File: src/rtl/ascon_ctrl_fsm_pkg.sv
// Shared types and constants for the Ascon AEAD controller.
package ascon_pack;

    localparam int unsigned ROUND_W        = 4;
    localparam int unsigned BLK_W          = 4;
    localparam int unsigned ROUNDS_TOTAL   = 12;
    localparam int unsigned ROUNDS_A_START = 0;
    localparam int unsigned ROUNDS_B_START = 6;
    localparam logic [ROUND_W-1:0] LAST_ROUND = ROUND_W'(ROUNDS_TOTAL - 1);

    typedef enum logic [2:0] {
        ST_IDLE,
        ST_INIT,
        ST_AD_WAIT,
        ST_AD,
        ST_PT_WAIT,
        ST_PT,
        ST_FINAL,
        ST_DONE
    } type_state;

endpackage

File: src/rtl/ascon_ctrl_fsm_if.sv
// Request/data handshake between the message source and the Ascon controller.
interface ascon_ctrl_fsm_if;
    logic start_i;
    logic data_valid_i;
    logic data_ready_o;

    modport master (output start_i, output data_valid_i, input data_ready_o);
    modport slave  (input start_i, input data_valid_i, output data_ready_o);
endinterface

File: src/rtl/ascon_ctrl_fsm_round_counter.sv
// Permutation round index: increments per round, reloads to the p^a or p^b start.
module ascon_round_counter #(
    parameter int unsigned W      = 4,
    parameter int unsigned LOAD_A = 0,
    parameter int unsigned LOAD_B = 6
) (
    input  logic         clk_i,
    input  logic         rst_ni,
    input  logic         en_i,
    input  logic         load_i,
    input  logic         load_b_i,
    output logic [W-1:0] cnt_o
);

    logic [W-1:0] cnt_q;

    always_ff @(posedge clk_i or negedge rst_ni) begin
        if (!rst_ni) begin
            cnt_q <= '0;
        end else if (load_i) begin
            cnt_q <= load_b_i ? W'(LOAD_B) : W'(LOAD_A);
        end else if (en_i) begin
            cnt_q <= cnt_q + W'(1);
        end
    end

    assign cnt_o = cnt_q;

endmodule

File: src/rtl/ascon_ctrl_fsm.sv
// Ascon encryption controller: sequences init, AD, plaintext and finalization
// permutations and drives the datapath selects for each round.
module ascon_ctrl_fsm #(
    parameter int unsigned NB_BLOCKS      = 4,
    parameter int unsigned ROUNDS_A_START = ascon_pack::ROUNDS_A_START,
    parameter int unsigned ROUNDS_B_START = ascon_pack::ROUNDS_B_START
) (
    input  logic                clock_i,
    input  logic                resetb_i,
    ascon_ctrl_fsm_if.slave     ctrl,
    output logic [3:0]          round_o,
    output logic                init_state_o,
    output logic                en_reg_state_o,
    output logic                xor_data_begin_o,
    output logic                xor_key_begin_o,
    output logic                xor_key_end_o,
    output logic                xor_lsb_end_o,
    output logic                en_cipher_o,
    output logic                en_tag_o,
    output logic                cipher_valid_o,
    output logic                busy_o,
    output logic                end_o
);

    import ascon_pack::*;

    localparam logic [BLK_W-1:0] LAST_BLK = BLK_W'(NB_BLOCKS - 1);

    type_state          state_q, state_d;
    logic [BLK_W-1:0]   blk_q, blk_d;
    logic [ROUND_W-1:0] cnt;
    logic               cnt_en, cnt_ld, cnt_ld_b;
    logic               cipher_valid_q;
    logic               last_round;

    ascon_round_counter #(
        .W      (ROUND_W),
        .LOAD_A (ROUNDS_A_START),
        .LOAD_B (ROUNDS_B_START)
    ) u_round_counter (
        .clk_i    (clock_i),
        .rst_ni   (resetb_i),
        .en_i     (cnt_en),
        .load_i   (cnt_ld),
        .load_b_i (cnt_ld_b),
        .cnt_o    (cnt)
    );

    assign last_round = (cnt == LAST_ROUND);

    always_ff @(posedge clock_i or negedge resetb_i) begin
        if (!resetb_i) begin
            state_q        <= ST_IDLE;
            blk_q          <= '0;
            cipher_valid_q <= 1'b0;
        end else begin
            state_q        <= state_d;
            blk_q          <= blk_d;
            cipher_valid_q <= en_cipher_o;
        end
    end

    // Counter is preloaded on each phase exit so that the wait state already
    // presents the correct first round (p^b start, or p^a start before FINAL).
    always_comb begin
        state_d          = state_q;
        blk_d            = blk_q;
        cnt_en           = 1'b0;
        cnt_ld           = 1'b0;
        cnt_ld_b         = 1'b0;
        init_state_o     = 1'b0;
        en_reg_state_o   = 1'b0;
        xor_data_begin_o = 1'b0;
        xor_key_begin_o  = 1'b0;
        xor_key_end_o    = 1'b0;
        xor_lsb_end_o    = 1'b0;
        en_cipher_o      = 1'b0;
        en_tag_o         = 1'b0;
        end_o            = 1'b0;
        unique case (state_q)
            ST_IDLE: begin
                if (ctrl.start_i) begin
                    init_state_o   = 1'b1;
                    en_reg_state_o = 1'b1;
                    cnt_en         = 1'b1;
                    state_d        = ST_INIT;
                end
            end
            ST_INIT: begin
                en_reg_state_o = 1'b1;
                if (last_round) begin
                    xor_key_end_o = 1'b1;
                    cnt_ld        = 1'b1;
                    cnt_ld_b      = 1'b1;
                    state_d       = ST_AD_WAIT;
                end else begin
                    cnt_en = 1'b1;
                end
            end
            ST_AD_WAIT: begin
                if (ctrl.data_valid_i) begin
                    xor_data_begin_o = 1'b1;
                    en_reg_state_o   = 1'b1;
                    cnt_en           = 1'b1;
                    state_d          = ST_AD;
                end
            end
            ST_AD: begin
                en_reg_state_o = 1'b1;
                if (last_round) begin
                    xor_lsb_end_o = 1'b1;
                    cnt_ld        = 1'b1;
                    cnt_ld_b      = (LAST_BLK != '0);
                    blk_d         = '0;
                    state_d       = ST_PT_WAIT;
                end else begin
                    cnt_en = 1'b1;
                end
            end
            ST_PT_WAIT: begin
                if (ctrl.data_valid_i) begin
                    xor_data_begin_o = 1'b1;
                    en_cipher_o      = 1'b1;
                    en_reg_state_o   = 1'b1;
                    cnt_en           = 1'b1;
                    if (blk_q == LAST_BLK) begin
                        xor_key_begin_o = 1'b1;
                        state_d         = ST_FINAL;
                    end else begin
                        state_d = ST_PT;
                    end
                end
            end
            ST_PT: begin
                en_reg_state_o = 1'b1;
                if (last_round) begin
                    blk_d    = BLK_W'(blk_q + BLK_W'(1));
                    cnt_ld   = 1'b1;
                    cnt_ld_b = (BLK_W'(blk_q + BLK_W'(1)) != LAST_BLK);
                    state_d  = ST_PT_WAIT;
                end else begin
                    cnt_en = 1'b1;
                end
            end
            ST_FINAL: begin
                en_reg_state_o = 1'b1;
                if (last_round) begin
                    xor_key_end_o = 1'b1;
                    en_tag_o      = 1'b1;
                    cnt_ld        = 1'b1;
                    state_d       = ST_DONE;
                end else begin
                    cnt_en = 1'b1;
                end
            end
            ST_DONE: begin
                end_o   = 1'b1;
                state_d = ST_IDLE;
            end
            default: state_d = ST_IDLE;
        endcase
    end

    assign round_o           = cnt;
    assign cipher_valid_o    = cipher_valid_q;
    assign busy_o            = (state_q != ST_IDLE);
    assign ctrl.data_ready_o = (state_q == ST_AD_WAIT) || (state_q == ST_PT_WAIT);

endmodule
File: src/flat_wrapper.sv
// flat-port wrapper written by rule: the top's interface ports become plain ports
module ascon_ctrl_fsm_flat import ascon_pack::*;
#(
    parameter int unsigned NB_BLOCKS      = 4,
    parameter int unsigned ROUNDS_A_START = ascon_pack::ROUNDS_A_START,
    parameter int unsigned ROUNDS_B_START = ascon_pack::ROUNDS_B_START
)
  (clock_i, resetb_i, round_o, init_state_o, en_reg_state_o, xor_data_begin_o, xor_key_begin_o, xor_key_end_o, xor_lsb_end_o, en_cipher_o, en_tag_o, cipher_valid_o, busy_o, end_o, ctrl_start_i, ctrl_data_valid_i, ctrl_data_ready_o);
  ascon_ctrl_fsm_if ctrl_i ();
  input  logic clock_i;
  input  logic resetb_i;
  output logic [3:0] round_o;
  output logic init_state_o;
  output logic en_reg_state_o;
  output logic xor_data_begin_o;
  output logic xor_key_begin_o;
  output logic xor_key_end_o;
  output logic xor_lsb_end_o;
  output logic en_cipher_o;
  output logic en_tag_o;
  output logic cipher_valid_o;
  output logic busy_o;
  output logic end_o;
  input wire logic [$bits(ctrl_i.start_i)-1:0] ctrl_start_i;
  input wire logic [$bits(ctrl_i.data_valid_i)-1:0] ctrl_data_valid_i;
  output wire logic [$bits(ctrl_i.data_ready_o)-1:0] ctrl_data_ready_o;
  assign ctrl_i.start_i = ctrl_start_i;
  assign ctrl_i.data_valid_i = ctrl_data_valid_i;
  assign ctrl_data_ready_o = ctrl_i.data_ready_o;
  ascon_ctrl_fsm #(.NB_BLOCKS(NB_BLOCKS), .ROUNDS_A_START(ROUNDS_A_START), .ROUNDS_B_START(ROUNDS_B_START)) u_core (.clock_i(clock_i), .resetb_i(resetb_i), .ctrl(ctrl_i), .round_o(round_o), .init_state_o(init_state_o), .en_reg_state_o(en_reg_state_o), .xor_data_begin_o(xor_data_begin_o), .xor_key_begin_o(xor_key_begin_o), .xor_key_end_o(xor_key_end_o), .xor_lsb_end_o(xor_lsb_end_o), .en_cipher_o(en_cipher_o), .en_tag_o(en_tag_o), .cipher_valid_o(cipher_valid_o), .busy_o(busy_o), .end_o(end_o));
endmodule
File: config.mk
export PLATFORM = sky130hd
export DESIGN_NAME = ascon_ctrl_fsm_flat
export DESIGN_NICKNAME = d
export VERILOG_FILES = /design/src/rtl/ascon_ctrl_fsm_pkg.sv /design/src/rtl/ascon_ctrl_fsm_if.sv /design/src/rtl/ascon_ctrl_fsm_round_counter.sv /design/src/rtl/ascon_ctrl_fsm.sv /design/src/flat_wrapper.sv
export SDC_FILE = /design/constraint.sdc
export NUM_CORES = 1
export LEC_CHECK = 0
export ABC_AREA = 1
export BUFFER_PORTS_ARGS = -buffer_cell sky130_fd_sc_hd__buf_2
export CORE_MARGIN = 2
export CORE_UTILIZATION = 50
export DETAILED_ROUTE_END_ITERATION = 8
export MAX_ROUTING_LAYER = met4
export PLACE_DENSITY_LB_ADDON = 0.2
export SYNTH_ARGS = -nofsm -noshare
export SYNTH_HDL_FRONTEND = slang
export SYNTH_HIERARCHICAL = 1
export SYNTH_SLANG_ARGS = --single-unit
export TNS_END_PERCENT = 10
File: constraint.sdc
create_clock -name clock_i -period 2 [get_ports clock_i]
set_clock_uncertainty 0.2 [all_clocks]
set_input_delay 0.3 -clock clock_i [delete_from_list [all_inputs] [get_ports clock_i]]
set_output_delay 0.3 -clock clock_i [all_outputs]
set_load 0.01 [all_outputs]
==> results of run 1 <==
-- cell type report --
| cell class | count | area (sq um) | share of cell area (%) |
|---|---|---|---|
| Clock buffer | 4 | 36.3 | 3.09 |
| Inverter | 20 | 80.1 | 6.82 |
| Multi-Input combinational cell | 93 | 533 | 45.4 |
| Sequential cell | 12 | 304 | 25.9 |
| Tap cell | 25 | 31.3 | 2.66 |
| Timing Repair Buffer | 32 | 190 | 16.2 |
-- report_power, final --
group / switching [uW] / leakage (uW) / internal [uW]
clock: 80.7 / 0.0000210 / 111
combinational: 704 / 0.000473 / 495
sequential: 134 / 0.000151 / 341
-- metal layers --
metal  vias up  wire length (um)  share of wire, %
met5         -                 0                 0
met4         0                12              0.54
met1       433               915                41
met2        15              1210                55
met3         2                75               3.4
li1        464                 -                 -
-- metrics by stage --
stage / setup slack [ps] / cell area [sq um] / total power (uW)
finish: 85.2 / 1170 / 1870
global route: -41.1 / 1170 / 2020
CTS: 18.1 / 1100 / 1740
detailed placement: 30.0 / 1040 / 1500
global placement: 102 / 1040 / 1480
floorplan: 231 / 936 / 1280
-- cells in the mapped netlist (2+ instances only) --
cell / count / share of area [%]
a21oi_1: 4 / 2.1
buf_6: 2 / 2.4
dfrtp_1: 12 / 32
ha_1: 3 / 4.0
inv_1: 17 / 6.8
inv_2: 2 / 0.80
nand2_1: 34 / 14
nand2_2: 3 / 2.0
nand2_4: 2 / 2.4
nand3_1: 11 / 5.9
nand3_2: 2 / 2.1
nor2_1: 14 / 5.6
nor2_2: 3 / 2.0
nor2_4: 5 / 6.0
o21ai_1: 3 / 1.6
o21ai_2: 2 / 1.9
-- worst max-delay path by stage --
| stage | startpoint | to | slack, ps | depth (start not counted) |
|---|---|---|---|---|
| 3_5_place_dp | u_core/state_q[1]$_DFFE_PN0P_ | u_core/u_round_counter/cnt_o[3]$_DFFE_PN0P_ | 30 | 11 |
| 2_1_floorplan | u_core/state_q[0]$_DFFE_PN0P_ | u_core/u_round_counter/cnt_o[3]$_DFFE_PN0P_ | 230 | 11 |
| 6_report | u_core/state_q[2]$_DFFE_PN0P_ | en_reg_state_o | 90 | 7 |
| 3_3_place_gp | u_core/state_q[1]$_DFFE_PN0P_ | u_core/u_round_counter/cnt_o[3]$_DFFE_PN0P_ | 100 | 11 |
| 4_1_cts | u_core/state_q[2]$_DFFE_PN0P_ | en_reg_state_o | 20 | 7 |
| 5_1_grt | u_core/blk_q[1]$_DFFE_PN0P_ | xor_key_begin_o | -40 | 6 |
-- cell families after synthesis --
logic type	count (synthesis)	share of synthesized area, %
AND/OR/NAND/NOR	75	40.2
buffers and inverters	23	12.6
AO/OA/AOI/OAI	13	9.22
flip-flops	12	32.1
adder cells (fa/ha/maj)	3	4.01
XOR/XNOR	2	1.87
-- repair_timing --
item	CTS	global route
resized for setup	3	6
endpoints found under the setup margin	3	4
hold buffers	1	0
buffers inserted	2	8
pin swaps	0	0
endpoints found under the hold margin	12	0
-- flip-flops by register name, summed over array words and instances (netlist names) --
register                      flops
u_core/cipher_valid_o             1
u_core/state_q                    3
u_core/u_round_counter/cnt_o      4
u_core/blk_q                      4
-- worst max-delay path, delay by kind of cell, from the launching register on --
family	cells	cell delay (ps)
compound gates	1	60
buf+inv	2	220
flops	1	490
simple gates	4	370
==> impl_metrics.csv, run 1 <==
group,metric,value,unit
run_status,run_status,"complete, no violations",
route,drc,0,
setup_path,setup.worst_path.end_class,"output pin",
route,drt_pass1_iterations,3,
sta,drv_slew,0,
yosys,yosysUniqueCellTypes,25,
yosys,synth_area,936,sq um
setup_path,cp_slowest_cell,"dfrtp_2",
yosys,seq_area_frac_synth,32.1,%
setup_path,cp_slowest_stage_delay,490,ps
sta,finalSetupViolCount,0,
route,vias_per_cell,4.91,
route,num_vias,914,
sta,fin_crit,1910,ps
route,drtIter0Drc,15,
cts,cts_made_buffers,3,
cells_and_area,drive_gt1_share,39.1,%
cells_and_area,fin_util,67.3,%
yosys,ys_async_sr_fraction,100,%
yosys,syn_inst,128,
grt,grt_max_degree,13,
cts,cts_tree,"yes",
cells_and_area,final_common_cell,"nand2_1",
yosys,synth_area_per_cell,7.31,sq um
pwr,ir_drop,0.773,mV
grt,grt_use_met1,22.7,%
placed_design,port_buffers,19,
floorplan,die_y,47.3,um
hold_path,hp-class,"in -> reg",
pwr,p_leak,0.000644,uW
sta,slew_headroom,81.4,%
floorplan,initial_utilization,53.6,%
setup_path,criticalPathCategory,"reg -> out",
pwr,p_per_area,1590,nW/um^2
yosys,yosys_warnings,6,
floorplan,dieWidth,47.3,um
cts,path_clk_slew,80,ps
hold_path,whs_path_depth,3,
grt,use_met3,5.77,%
cts,cts_max_path_buffers,2,
yosys,synthFlopType,"dfrtp_1",
cells_and_area,syn2layout_area_growth,25.5,%
cells_and_area,nets,169,
yosys,syn_nets,135,
sta,hold_violations,0,
hold_path,hold_end,"u_core/cipher_valid_o$_DFF_PN0_",
floorplan,core_area,1750,sq um
grt,track_usage,21.2,%
setup_path,crit_arrival,1410,ps
setup_path,crit_chain,"nand2_4 > nor2_4 > inv_2 > a21oi_4 > nor2_2 > nand2_1 > buf_2",
cells_and_area,n_fill_cell,162,
setup_path,r2r-start,"u_core/state_q[2]$_DFFE_PN0P_",
sta,finalSetupTns,0,ps
route,wl_per_cell,11.9,um
grt,gr-total-overflow,0,
sta,fmax,522,MHz
sta,post-route-period-util,95.7,%
setup_path,cp-start-kind,"register",
grt,grt_pass1_vias,777,
sta,fin_hold_ws,208,ps
grt,grt_pass1_wl,3160,um
yosys,ys_seq_elements,12,
sta,rsz0062_at_grt,"yes",
setup_path,reg2reg_slack,170,ps
cells_and_area,final_cell_mix,"33 x nand2_1, 19 x buf_2, 17 x inv_1, 12 x nor2_1, 11 x nand3_1",
route,routed_wl,2220,um
cells_and_area,antenna_cells,0,
grt,grt_util_met2,38.1,%
cts,cts.sinks,12,
setup_path,r2r_cells,9,
run,maxCapViolations,0,
placed_design,hpwl,1540,um
placed_design,post-place-cells,171,
floorplan,rows,15,
sta,tightest_slew,280,ps
floorplan,die-area,2230,sq um
yosys,synth_edf_count,0,
grt,top_usage_layer,"met2",
route,antenna_left,0,
cts,clk_latency,270,ps
grt,antenna_found_initial,0,
setup_path,critPathMaxFanout,6,
hold_path,hp-start,"ctrl_data_valid_i",
setup_path,cp.required,1500,ps
cts,ctsHtreeMaxLevel,1,
setup_path,regToRegEndpoint,"u_core/u_round_counter/cnt_o[3]$_DFFE_PN0P_",
placed_design,gp_congestion,0.796,
cells_and_area,instances_no_fill,186,
cts,root_buffer,"clkbuf_4",
floorplan,io-pin-count,20,
(Power assumes the default switching activity.)
==> run 2, diff against run 1 <==
- ABC_AREA: 1 -> unset
- CORE_MARGIN: 2 -> unset
- REMOVE_ABC_BUFFERS: unset -> 1
==> impl_metrics.csv, run 2 <==
group,metric,value,unit
floorplan,die-area,2010,sq um
cts,cts_max_path_buffers,2,
setup_path,r2r-start,"u_core/u_round_counter/cnt_o[0]$_DFFE_PN0P_",
placed_design,port_buffers,19,
sta,post-route-period-util,96.9,%
cells_and_area,final_cell_mix,"19 x buf_4, 18 x buf_2, 9 x nor2_1, 9 x dfrtp_1, 8 x a21oi_1",
route,wl_per_cell,14.2,um
yosys,yosysUniqueCellTypes,40,
cells_and_area,final_common_cell,"buf_4",
setup_path,crit_start,"u_core/state_q[0]$_DFFE_PN0P_",
grt,track_usage,25.8,%
setup_path,criticalPathCategory,"reg -> out",
run_status,run_status,"complete, no violations",
pwr,ir_drop,0.658,mV
sta,tightest_slew,298,ps
grt,grt_pass1_vias,802,
hold_path,hp-start,"ctrl_data_valid_i",
placed_design,post-place-cells,157,
yosys,synth.most_common_cell,"dfrtp_1",
route,drt_pass1_iterations,5,
cells_and_area,drive_gt1_share,42.0,%
pwr,pwr-share-seq,25.2,%
floorplan,die_y,44.9,um
sta,fmax,516,MHz
pwr,p_per_area,1280,nW/um^2
cts,path_clk_slew,70,ps
placed_design,hpwl,1630,um
grt,antenna_found_initial,0,
floorplan,rows,15,
sta,fin_crit,1940,ps
route,routed_wl,2380,um
cells_and_area,antenna_cells,0,
pwr,intPower,957,uW
cells_and_area,instances_no_fill,168,
route,num_vias,934,
route,antenna_left,0,
sta,hold_violations,0,
route,vias_per_cell,5.56,
yosys,synth_edf_count,0,
pwr,clock_power_share,9.2,%
setup_path,critPathMaxFanout,6,
placed_design,placed_area,1110,sq um
setup_path,r2r_cells,6,
setup_path,reg2reg_slack,100,ps
placed_design,gp_congestion,0.865,
setup_path,critPathCapture,"en_reg_state_o",
hold_path,hp-class,"in -> reg",
floorplan,initial_utilization,53.2,%
pwr,combPwrFrac,65.5,%
cells_and_area,n_fill_cell,150,
pwr,p_sw,665,uW
yosys,synth_area,918,sq um
pwr,switching_share,41.0,%
route,drc,0,
cells_and_area,finalInstanceArea,1260,sq um
cts,cts_tree,"yes",
floorplan,core_area,1730,sq um
cts,cts.sinks,12,
run,maxCapViolations,0,
cts,cts_made_buffers,3,
yosys,synthFlopType,"dfrtp_1",
cts,clk_latency,270,ps
yosys,seq_area_frac_synth,32.7,%
yosys,syn_inst,104,
sta,finalSetupViolCount,0,
yosys,synth_area_per_cell,8.83,sq um
sta,slew_headroom,80.0,%
route,drtIter0Drc,29,
cells_and_area,nets,152,
cells_and_area,syn2layout_area_growth,37.5,%
setup_path,crit_arrival,1440,ps
yosys,ys_async_sr_fraction,100,%
pwr,p_leak,0.000627,uW
yosys,synth.area.top_cells,"dfrtp_1 33%, a21oi_1 4.9%, ha_1 4.1%",
grt,grt_max_degree,13,
setup_path,regToRegEndpoint,"u_core/u_round_counter/cnt_o[3]$_DFFE_PN0P_",
sta,drv_slew,0,
yosys,synth_top_area_share,32.7,%
floorplan,io-pin-count,20,
setup_path,cp-start-kind,"register",
sta,fin_hold_ws,175,ps
grt,gr-total-overflow,0,
floorplan,dieWidth,44.9,um
setup_path,cp.required,1500,ps
yosys,ys_seq_elements,12,
cts,root_buffer,"clkbuf_4",
yosys,yosys.area.top_type,"dfrtp_1",
setup_path,setup.worst_path.end_class,"output pin",
cts,ctsHtreeMaxLevel,1,
sta,finalSetupTns,0,ps
grt,grt_pass1_wl,3580,um
yosys,yosys_warnings,6,
yosys,synthTopCellsByCount,"12 x dfrtp_1, 9 x a21oi_1, 9 x nor2_1",
-- run 2: cell count changes after synthesis, moves of 4 or more --
| cell | before | now |
|---|---|---|
| nand2_1 | 34 | 5 |
| nor2b_1 | 0 | 5 |
| a21oi_1 | 4 | 9 |
| inv_1 | 17 | 4 |
| nor3_1 | 1 | 7 |
| nor2_1 | 14 | 9 |
| nand3_1 | 11 | 4 |
| nor2_4 | 5 | 0 |
| buf_2 | 0 | 4 |
-- run 2: power groups by stage --
| stage | Combinational, uW | Sequential, uW | Clock (uW) |
|---|---|---|---|
| 4_1_cts | 932 | 419 | 158 |
| 3_3_place_gp | 848 | 435 | 0 |
| 3_5_place_dp | 872 | 441 | 0 |
| 2_1_floorplan | 442 | 510 | 0 |
| 5_1_grt | 1150 | 421 | 177 |
| 6_report | 1060 | 409 | 149 |
-- run 2: what timing repair did --
item                       in CTS  in global routing
pin swaps                       0                  1
gates cloned                    0                  0
hold buffers                    1                  0
hold endpoints to repair       12                  0
buffers inserted                2                  5
setup endpoints to repair       3                  5
resized for setup               4                 12
-- run 2: how the worst min path moves through the flow --
stage | cells past startpoint | slack (ps) | end
floorplan | 0 | -200 | u_core/blk_q[0]$_DFFE_PN0P_
global placement | 1 | -0.4 | u_core/blk_q[2]$_DFFE_PN0P_
detailed placement | 1 | 2 | u_core/blk_q[2]$_DFFE_PN0P_
CTS | 3 | 170 | u_core/cipher_valid_o$_DFF_PN0_
global route | 3 | 190 | u_core/cipher_valid_o$_DFF_PN0_
finish | 3 | 170 | u_core/cipher_valid_o$_DFF_PN0_
-- run 2: per-stage QoR --
step                util, %  total power [uW]  setup slack, ps
finish                 73.1              1620             61.4
CTS                    67.8              1510             2.25
detailed placement     64.6              1310              109
global route           73.1              1750            -12.4
floorplan                 -               952             -279
global placement       64.6              1280              160
-- run 2: cell families (layout without fill, tap and decap cells) --
| family | count (synthesis) | count (layout) | share of synthesized area [%] |
|---|---|---|---|
| compound gates | 24 | 24 | 18.1 |
| xor+xnor | 2 | 2 | 1.91 |
| buf+inv | 11 | 50 | 7.08 |
| flops | 12 | 12 | 32.7 |
| simple gates | 49 | 49 | 32.3 |
| mux | 3 | 3 | 3.81 |
| fa+ha+maj | 3 | 3 | 4.09 |
-- run 2: layer usage --
metal / routed length [um] / global-route usage [%] / vias up
met5: 0 / - / -
met4: 62 / 11.5 / 0
met3: 113 / 5.60 / 6
met2: 1140 / 39.1 / 37
met1: 1070 / 32.9 / 433
li1: - / - / 458
-- run 2: critical path, cell delays in order, from the launching register on --
cell	delay (ps)
dfrtp_2	430
buf_12	140
nor3_1	270
a21o_1	120
a21oi_1	60
buf_2	140
-- run 2: cell type report --
| cell class | instances | area [sq um] | share of cell area [%] |
|---|---|---|---|
| Clock buffer | 3 | 22.5 | 1.78 |
| Inverter | 4 | 15.0 | 1.19 |
| Multi-Input combinational cell | 81 | 582 | 46.1 |
| Sequential cell | 12 | 304 | 24.1 |
| Tap cell | 25 | 31.3 | 2.48 |
| Timing Repair Buffer | 43 | 308 | 24.4 |
